**config.mk**
```make
export PLATFORM = sky130hd
export DESIGN_NAME = spi_probe_mux
export DESIGN_NICKNAME = d
export VERILOG_FILES = /design/src/rtl/spi_probe_pkg.sv /design/src/rtl/spi_probe_mux_sync_bus.sv /design/src/rtl/spi_probe_mux.sv
export SDC_FILE = /design/constraint.sdc
export NUM_CORES = 1
export LEC_CHECK = 0
export ABC_AREA = 1
export CORE_UTILIZATION = 52
export CTS_CLUSTER_SIZE = 28
export DETAILED_ROUTE_END_ITERATION = 10
export PLACE_DENSITY = 0.83
export SETUP_SLACK_MARGIN = 0.15
export SLEW_MARGIN = 0
export SYNTH_ARGS = -nofsm -noshare
export SYNTH_HDL_FRONTEND = slang
export SYNTH_SLANG_ARGS = --single-unit
```
**constraint.sdc**
```tcl
create_clock -name clk -period 1.7 [get_ports clk]
set_input_delay 0.255 -clock clk [delete_from_list [all_inputs] [get_ports clk]]
set_output_delay 0.255 -clock clk [all_outputs]
set_load 0.05 [all_outputs]
```
**src/rtl/spi_probe_pkg.sv**
```systemverilog
// Shared types, defaults and select-decoding helper for spi_probe_mux.
`timescale 1ns/1ps
package spi_probe_pkg;

  typedef enum logic [1:0] {
    ST_IDLE     = 2'd0,
    ST_ACTIVE   = 2'd1,
    ST_CONFLICT = 2'd2
  } state_e;

  typedef enum logic [1:0] {
    SEL_NONE = 2'd0,
    SEL_ONE  = 2'd1,
    SEL_MANY = 2'd2
  } sel_cnt_e;

  typedef struct packed {
    sel_cnt_e   cnt;
    logic [2:0] idx;
  } sel_info_t;

  localparam int   MAX_N_SS        = 8;
  localparam int   DEF_N_SS        = 2;
  localparam int   DEF_WIDTH       = 8;
  localparam int   DEF_SYNC_STAGES = 2;
  localparam logic DEF_IDLE_LEVEL  = 1'b1;

  // Classifies the active-high select mask as none/one/many; idx is valid for SEL_ONE.
  function automatic sel_info_t decode_sel(input logic [MAX_N_SS-1:0] low);
    sel_info_t  r;
    logic [3:0] n;
    n     = '0;
    r.idx = '0;
    for (int i = 0; i < MAX_N_SS; i++) begin
      if (low[i]) begin
        n     = n + 4'd1;
        r.idx = 3'(i);
      end
    end
    if (n == 4'd0)      r.cnt = SEL_NONE;
    else if (n == 4'd1) r.cnt = SEL_ONE;
    else                r.cnt = SEL_MANY;
    return r;
  endfunction

endpackage

```
**src/rtl/spi_probe_mux_sync_bus.sv**
```systemverilog
// Multi-bit flop-chain synchroniser; every stage resets to all-ones (idle SPI levels).
`timescale 1ns/1ps
module sync_bus #(
  parameter int W      = 1,
  parameter int STAGES = 2
) (
  input  logic         clk,
  input  logic         rst_n,
  input  logic [W-1:0] d_i,
  output logic [W-1:0] q_o
);

  logic [W-1:0] stage_q [STAGES];

  always_ff @(posedge clk or negedge rst_n) begin
    if (!rst_n) begin
      for (int i = 0; i < STAGES; i++) stage_q[i] <= '1;
    end else begin
      stage_q[0] <= d_i;
      for (int i = 1; i < STAGES; i++) stage_q[i] <= stage_q[i-1];
    end
  end

  assign q_o = stage_q[STAGES-1];

endmodule

```
**src/rtl/spi_probe_mux.sv**
```systemverilog
// SPI MISO probe/tap: routes the single active slave's MISO to a probe pin and deserialises it.
// Optional macro SPI_PROBE_TRISTATE_EN: probe is high-Z outside ACTIVE and miso_probe_oe is added.
`timescale 1ns/1ps
module spi_probe_mux
  import spi_probe_pkg::*;
#(
  parameter int   N_SS        = DEF_N_SS,
  parameter int   WIDTH       = DEF_WIDTH,
  parameter int   SYNC_STAGES = DEF_SYNC_STAGES,
  parameter logic IDLE_LEVEL  = DEF_IDLE_LEVEL,
  localparam int  IDXW        = (N_SS > 1) ? $clog2(N_SS) : 1
) (
  input  logic             clk,
  input  logic             rst_n,
  input  logic             sclk,
  input  logic [N_SS-1:0]  ss_n,
  input  logic [N_SS-1:0]  miso,
  output logic             miso_probe,
`ifdef SPI_PROBE_TRISTATE_EN
  output logic             miso_probe_oe,
`endif
  output logic [IDXW-1:0]  sel_idx,
  output logic             sel_valid,
  output logic             conflict,
  output logic [WIDTH-1:0] rx_data,
  output logic             rx_valid,
  output logic [1:0]       dbg_state
);

  localparam int CW = $clog2(WIDTH + 1);

  logic [0:0]      sclk_s;
  logic [N_SS-1:0] ss_s;
  logic [N_SS-1:0] miso_s;

  sync_bus #(.W(1),    .STAGES(SYNC_STAGES)) u_sync_sclk (.clk(clk), .rst_n(rst_n), .d_i(sclk), .q_o(sclk_s));
  sync_bus #(.W(N_SS), .STAGES(SYNC_STAGES)) u_sync_ss   (.clk(clk), .rst_n(rst_n), .d_i(ss_n), .q_o(ss_s));
  sync_bus #(.W(N_SS), .STAGES(SYNC_STAGES)) u_sync_miso (.clk(clk), .rst_n(rst_n), .d_i(miso), .q_o(miso_s));

  logic sclk_dly_q;
  logic sclk_rise;

  always_ff @(posedge clk or negedge rst_n) begin
    if (!rst_n) sclk_dly_q <= 1'b1;
    else        sclk_dly_q <= sclk_s[0];
  end

  assign sclk_rise = sclk_s[0] & ~sclk_dly_q;

  logic [MAX_N_SS-1:0] ss_low_ext;
  sel_info_t           info;

  always_comb begin
    ss_low_ext            = '0;
    ss_low_ext[N_SS-1:0]  = ~ss_s;
  end

  assign info = decode_sel(ss_low_ext);

  state_e          state_q, state_d;
  logic [IDXW-1:0] sel_idx_q, sel_idx_d;

  always_ff @(posedge clk or negedge rst_n) begin
    if (!rst_n) begin
      state_q   <= ST_IDLE;
      sel_idx_q <= '0;
    end else begin
      state_q   <= state_d;
      sel_idx_q <= sel_idx_d;
    end
  end

  // The latched slave releasing always wins: we drop to IDLE and re-decode next cycle.
  always_comb begin
    state_d   = state_q;
    sel_idx_d = sel_idx_q;
    case (state_q)
      ST_IDLE: begin
        if (info.cnt == SEL_ONE) begin
          state_d   = ST_ACTIVE;
          sel_idx_d = IDXW'(info.idx);
        end else if (info.cnt == SEL_MANY) begin
          state_d = ST_CONFLICT;
        end
      end
      ST_ACTIVE: begin
        if (ss_s[sel_idx_q])            state_d = ST_IDLE;
        else if (info.cnt == SEL_MANY)  state_d = ST_CONFLICT;
      end
      ST_CONFLICT: begin
        if (info.cnt == SEL_NONE) state_d = ST_IDLE;
      end
      default: state_d = ST_IDLE;
    endcase
  end

  logic sel_valid_d, conflict_d, probe_d;
  logic sel_valid_q, conflict_q, probe_q;

  always_comb begin
    sel_valid_d = (state_d == ST_ACTIVE);
    conflict_d  = (state_d == ST_CONFLICT);
    probe_d     = sel_valid_d ? miso_s[sel_idx_d] : IDLE_LEVEL;
  end

  always_ff @(posedge clk or negedge rst_n) begin
    if (!rst_n) begin
      sel_valid_q <= 1'b0;
      conflict_q  <= 1'b0;
      probe_q     <= IDLE_LEVEL;
    end else begin
      sel_valid_q <= sel_valid_d;
      conflict_q  <= conflict_d;
      probe_q     <= probe_d;
    end
  end

  logic [CW-1:0]    cnt_q;
  logic [WIDTH-2:0] shift_q;
  logic [WIDTH-1:0] rx_data_q;
  logic             rx_valid_q;
  logic [WIDTH-1:0] word_d;

  assign word_d = {shift_q, miso_s[sel_idx_q]};

  // Only shift when we were already ACTIVE and are staying there; any exit drops the partial word.
  always_ff @(posedge clk or negedge rst_n) begin
    if (!rst_n) begin
      cnt_q      <= '0;
      shift_q    <= '0;
      rx_data_q  <= '0;
      rx_valid_q <= 1'b0;
    end else begin
      rx_valid_q <= 1'b0;
      if (state_d != ST_ACTIVE) begin
        cnt_q <= '0;
      end else if (state_q == ST_ACTIVE && sclk_rise) begin
        shift_q <= word_d[WIDTH-2:0];
        if (cnt_q == CW'(WIDTH - 1)) begin
          rx_data_q  <= word_d;
          rx_valid_q <= 1'b1;
          cnt_q      <= '0;
        end else begin
          cnt_q <= cnt_q + 1'b1;
        end
      end
    end
  end

`ifdef SPI_PROBE_TRISTATE_EN
  assign miso_probe    = sel_valid_q ? probe_q : 1'bz;
  assign miso_probe_oe = sel_valid_q;
`else
  assign miso_probe    = probe_q;
`endif

  assign sel_idx   = sel_idx_q;
  assign sel_valid = sel_valid_q;
  assign conflict  = conflict_q;
  assign rx_data   = rx_data_q;
  assign rx_valid  = rx_valid_q;
  assign dbg_state = state_q;

endmodule
```
==> flow_summary.json <==
{
  "worstSkewPairLatency_ns": 0.36,
  "hold_viol": 0,
  "fmaxAchievable_mhz": 671,
  "place_ws_ns": -0.00434,
  "cp_max_fo": 6,
  "cp.required_ns": 1.94,
  "yosysUniqueCellTypes": 29,
  "routedWlPerCell_um": 14.9,
  "setup_tns_ns": 0,
  "die_h_um": 56.1,
  "synth_top_area_cell": "dfrtp_1",
  "fin_skew_ns": 0.0224,
  "synthTopCellsByArea": "dfrtp_1 41%, dfstp_2 21%, nand2_1 9.6%, nand3_1 4.3%, nand4_1 3.3%",
  "critPathMostFrequentCell": "nand2_2",
  "cp-end-kind": "register",
  "grt_overflow_total": 0,
  "rsz0062_at_grt": "true",
  "grt_max_degree": 38,
  "viasPerCell": 5.62,
  "syn_area_mm2": 0.00152,
  "first_pass_iters": 4,
  "critPathSlowestCell": "dfstp_2",
  "dp_cells": 188,
  "finalSetupViolCount": 0,
  "cts-root-buf": "clkbuf_4",
  "ctsHoldBuffers": 0,
  "tightest_slew_ns": 0.433,
  "cts_made_buffers": 5,
  "drtIter0Drc": 42,
  "grt_pass1_wl_mm": 5.04,
  "synth_seq_area_share_pct": 61.9,
  "critPathLaunchType": "register",
  "numPortBuffers": 21,
  "cts_buffer_depth": 2,
  "synth-edff-count": 0,
  "gp_congestion": 0.778,
  "fin_crit_ns": 1.49,
  "fin_util_pct": 70.9,
  "row_count": 19,
  "wl_mm": 3.10,
  "drv_cap": 0,
  "ys_warn_count": 0,
  "cts-htree-levels": 2,
  "tritoncts": "yes",
  "syn-num-nets": 148,
  "area_delta_synth_final_pct": 28.6,
  "core_area_mm2": 0.00276,
  "antenna_found_initial": 0,
  "slew_headroom_pct": 71.1,
  "yosysTopAreaCellShare_pct": 41.2,
  "die_w_um": 56.1,
  "die_area_mm2": 0.00314,
  "hp-class": "in -> async",
  "hpwl_mm": 1.75,
  "diodes": 0,
  "grt_pass1_vias": 1090,
  "synth_area_per_cell_um2": 11.0,
  "async_reset_ff_share_pct": 100,
  "cp.arrival_ns": 1.73,
  "clock_sinks": 37,
  "vias": 1169,
  "cpPeakStageDelay_ns": 0.56,
  "ant_nets": 0,
  "fillCellCount": 177,
  "grt.total_usage_pct": 21.6,
  "drc": 0,
  "final_net_count": 186,
  "power.density_mw_per_mm2": 1390,
  "power.leakage_nw": 0.983,
  "peakVddDrop_mv": 1.25,
  "final_cells": 208,
  "ys_seq_elements": 37,
  "start_util_pct": 55.1,
  "status": "finished clean",
  "critical_path.cell_chain": "inv_2 > ha_4 > inv_4 > nand4_4 > nand2_8 > nand3_4 > nand2_2 > nand2_2",
  "setup_ws_ns": 0.210,
  "path_clk_slew_ns": 0.12,
  "whs_ns": 0.283,
  "yosys_most_used_dff": "dfrtp_1",
  "synthCells": 138,
  "drive_above_1_share_pct": 37.3,
  "path_class": "reg -> reg",
  "period_share_pct": 87.6,
  "boundaryPins": 22,
  "slew_violations": 0
}
[logic make-up (layout without fill, tap and decap cells)]
logic type,after synthesis,after routing,synth area share (%)
simple gates,75,78,26.7
compound gates,9,9,3.70
flops,37,37,61.9
buf+inv,14,50,5.27
fa+ha+maj,3,3,2.47
[layer usage]
| layer | track usage (%) | wire [um] | vias up |
|---|---|---|---|
| li1 | - | - | 543 |
| met1 | 27.8 | 1230 | 569 |
| met2 | 33.8 | 1590 | 45 |
| met3 | 6.51 | 180 | 12 |
| met4 | 9.41 | 99 | 0 |
| met5 | 0 | 0 | - |
[state kept, by name, indices dropped and copies added, names as in the netlist]
register             cells
u_sync_ss.stage_q        2
u_sync_sclk.stage_q      1
cnt_q                    4
u_sync_sclk.q_o          1
conflict                 1
u_sync_miso.q_o          2
shift_q                  7
u_sync_ss.q_o            2
u_sync_miso.stage_q      2
rx_data                  8
dbg_state                2
sel_valid                1
miso_probe               1
sclk_dly_q               1
sel_idx                  1
rx_valid                 1
[what timing repair did]
item,CTS,global route
endpoints found under the setup margin,21,19
setup buffers,6,3
pin swaps,3,8
gates resized for setup,7,8
gates cloned,3,0
[cell usage after synthesis, types with 2 or more instances]
library cell  number
dfrtp_1           25
dfstp_2           12
ha_1               3
inv_1              9
nand2_1           39
nand2_4            2
nand3_1           13
nand3b_1           3
nand4_1            8
nor2_1             2
o21ai_0            2
o21ai_1            3
[stage by stage]
stage	power (mW)	instance area, um^2
4_1_cts	2.65	1890
6_report	2.71	1950
3_5_place_dp	1.88	1710
5_1_grt	2.84	1950
2_1_floorplan	1.73	1520
3_3_place_gp	1.85	1710
[cell usage in the layout (no fill, tap or decap), types with 2 or more instances in the layout]
| cell type | Yosys | routed |
|---|---|---|
| nand4_1 | 8 | 8 |
| buf_6 | 1 | 2 |
| o21ai_1 | 3 | 2 |
| clkbuf_4 | 0 | 5 |
| nand3b_1 | 3 | 3 |
| o21ai_0 | 2 | 2 |
| nand2_2 | 1 | 2 |
| clkdlybuf4s50_1 | 0 | 6 |
| inv_1 | 9 | 6 |
| nor2_1 | 2 | 2 |
| dfstp_2 | 12 | 12 |
| ha_1 | 3 | 2 |
| buf_4 | 1 | 22 |
| nand2_1 | 39 | 36 |
| dfrtp_1 | 25 | 25 |
| inv_2 | 1 | 3 |
| nand3_1 | 13 | 13 |
| nand2_4 | 2 | 5 |
[worst max-delay path: cells and delay by family (launching register included)]
family | cells | cell delay [ns]
buf+inv | 2 | 0.11
flops | 1 | 0.56
simple gates | 5 | 0.54
fa+ha+maj | 1 | 0.17
[path summary, 6_finish.rpt]
check | start | end | slack, ns | cells after the start
min | rst_n | rx_data[3]$_DFFE_PN0P_ | 0.28 | 2
max reg2reg | u_sync_ss.q_o[1]$_DFF_PN1_ | rx_data[5]$_DFFE_PN0P_ | 0.21 | 8
min reg2reg | u_sync_ss.stage_q[3]$_DFF_PN1_ | u_sync_ss.q_o[1]$_DFF_PN1_ | 0.35 | 0
max in group asynchronous | rst_n | u_sync_miso.q_o[0]$_DFF_PN1_ | 1.05 | 2
max | u_sync_ss.q_o[1]$_DFF_PN1_ | rx_data[5]$_DFFE_PN0P_ | 0.21 | 8
min in group clk | ss_n[1] | u_sync_ss.stage_q[3]$_DFF_PN1_ | 0.30 | 1
[power by group]
part | switching (mW) | total [mW] | internal (mW)
combinational | 0.668 | 1.00 | 0.335
sequential | 0.104 | 1.11 | 1.01
clock | 0.302 | 0.593 | 0.290
[layout make-up]
cell class,instances,area [um^2],share of cell area (%)
Clock buffer,7,76.3,3.91
Clock inverter,1,7.51,0.384
Sequential cell,37,941,48.1
Timing Repair Buffer,31,268,13.7
Inverter,11,48.8,2.50
Multi-Input combinational cell,90,574,29.4
Tap cell,31,38.8,1.98
No activity file was read; power rests on OpenSTA's default activity.
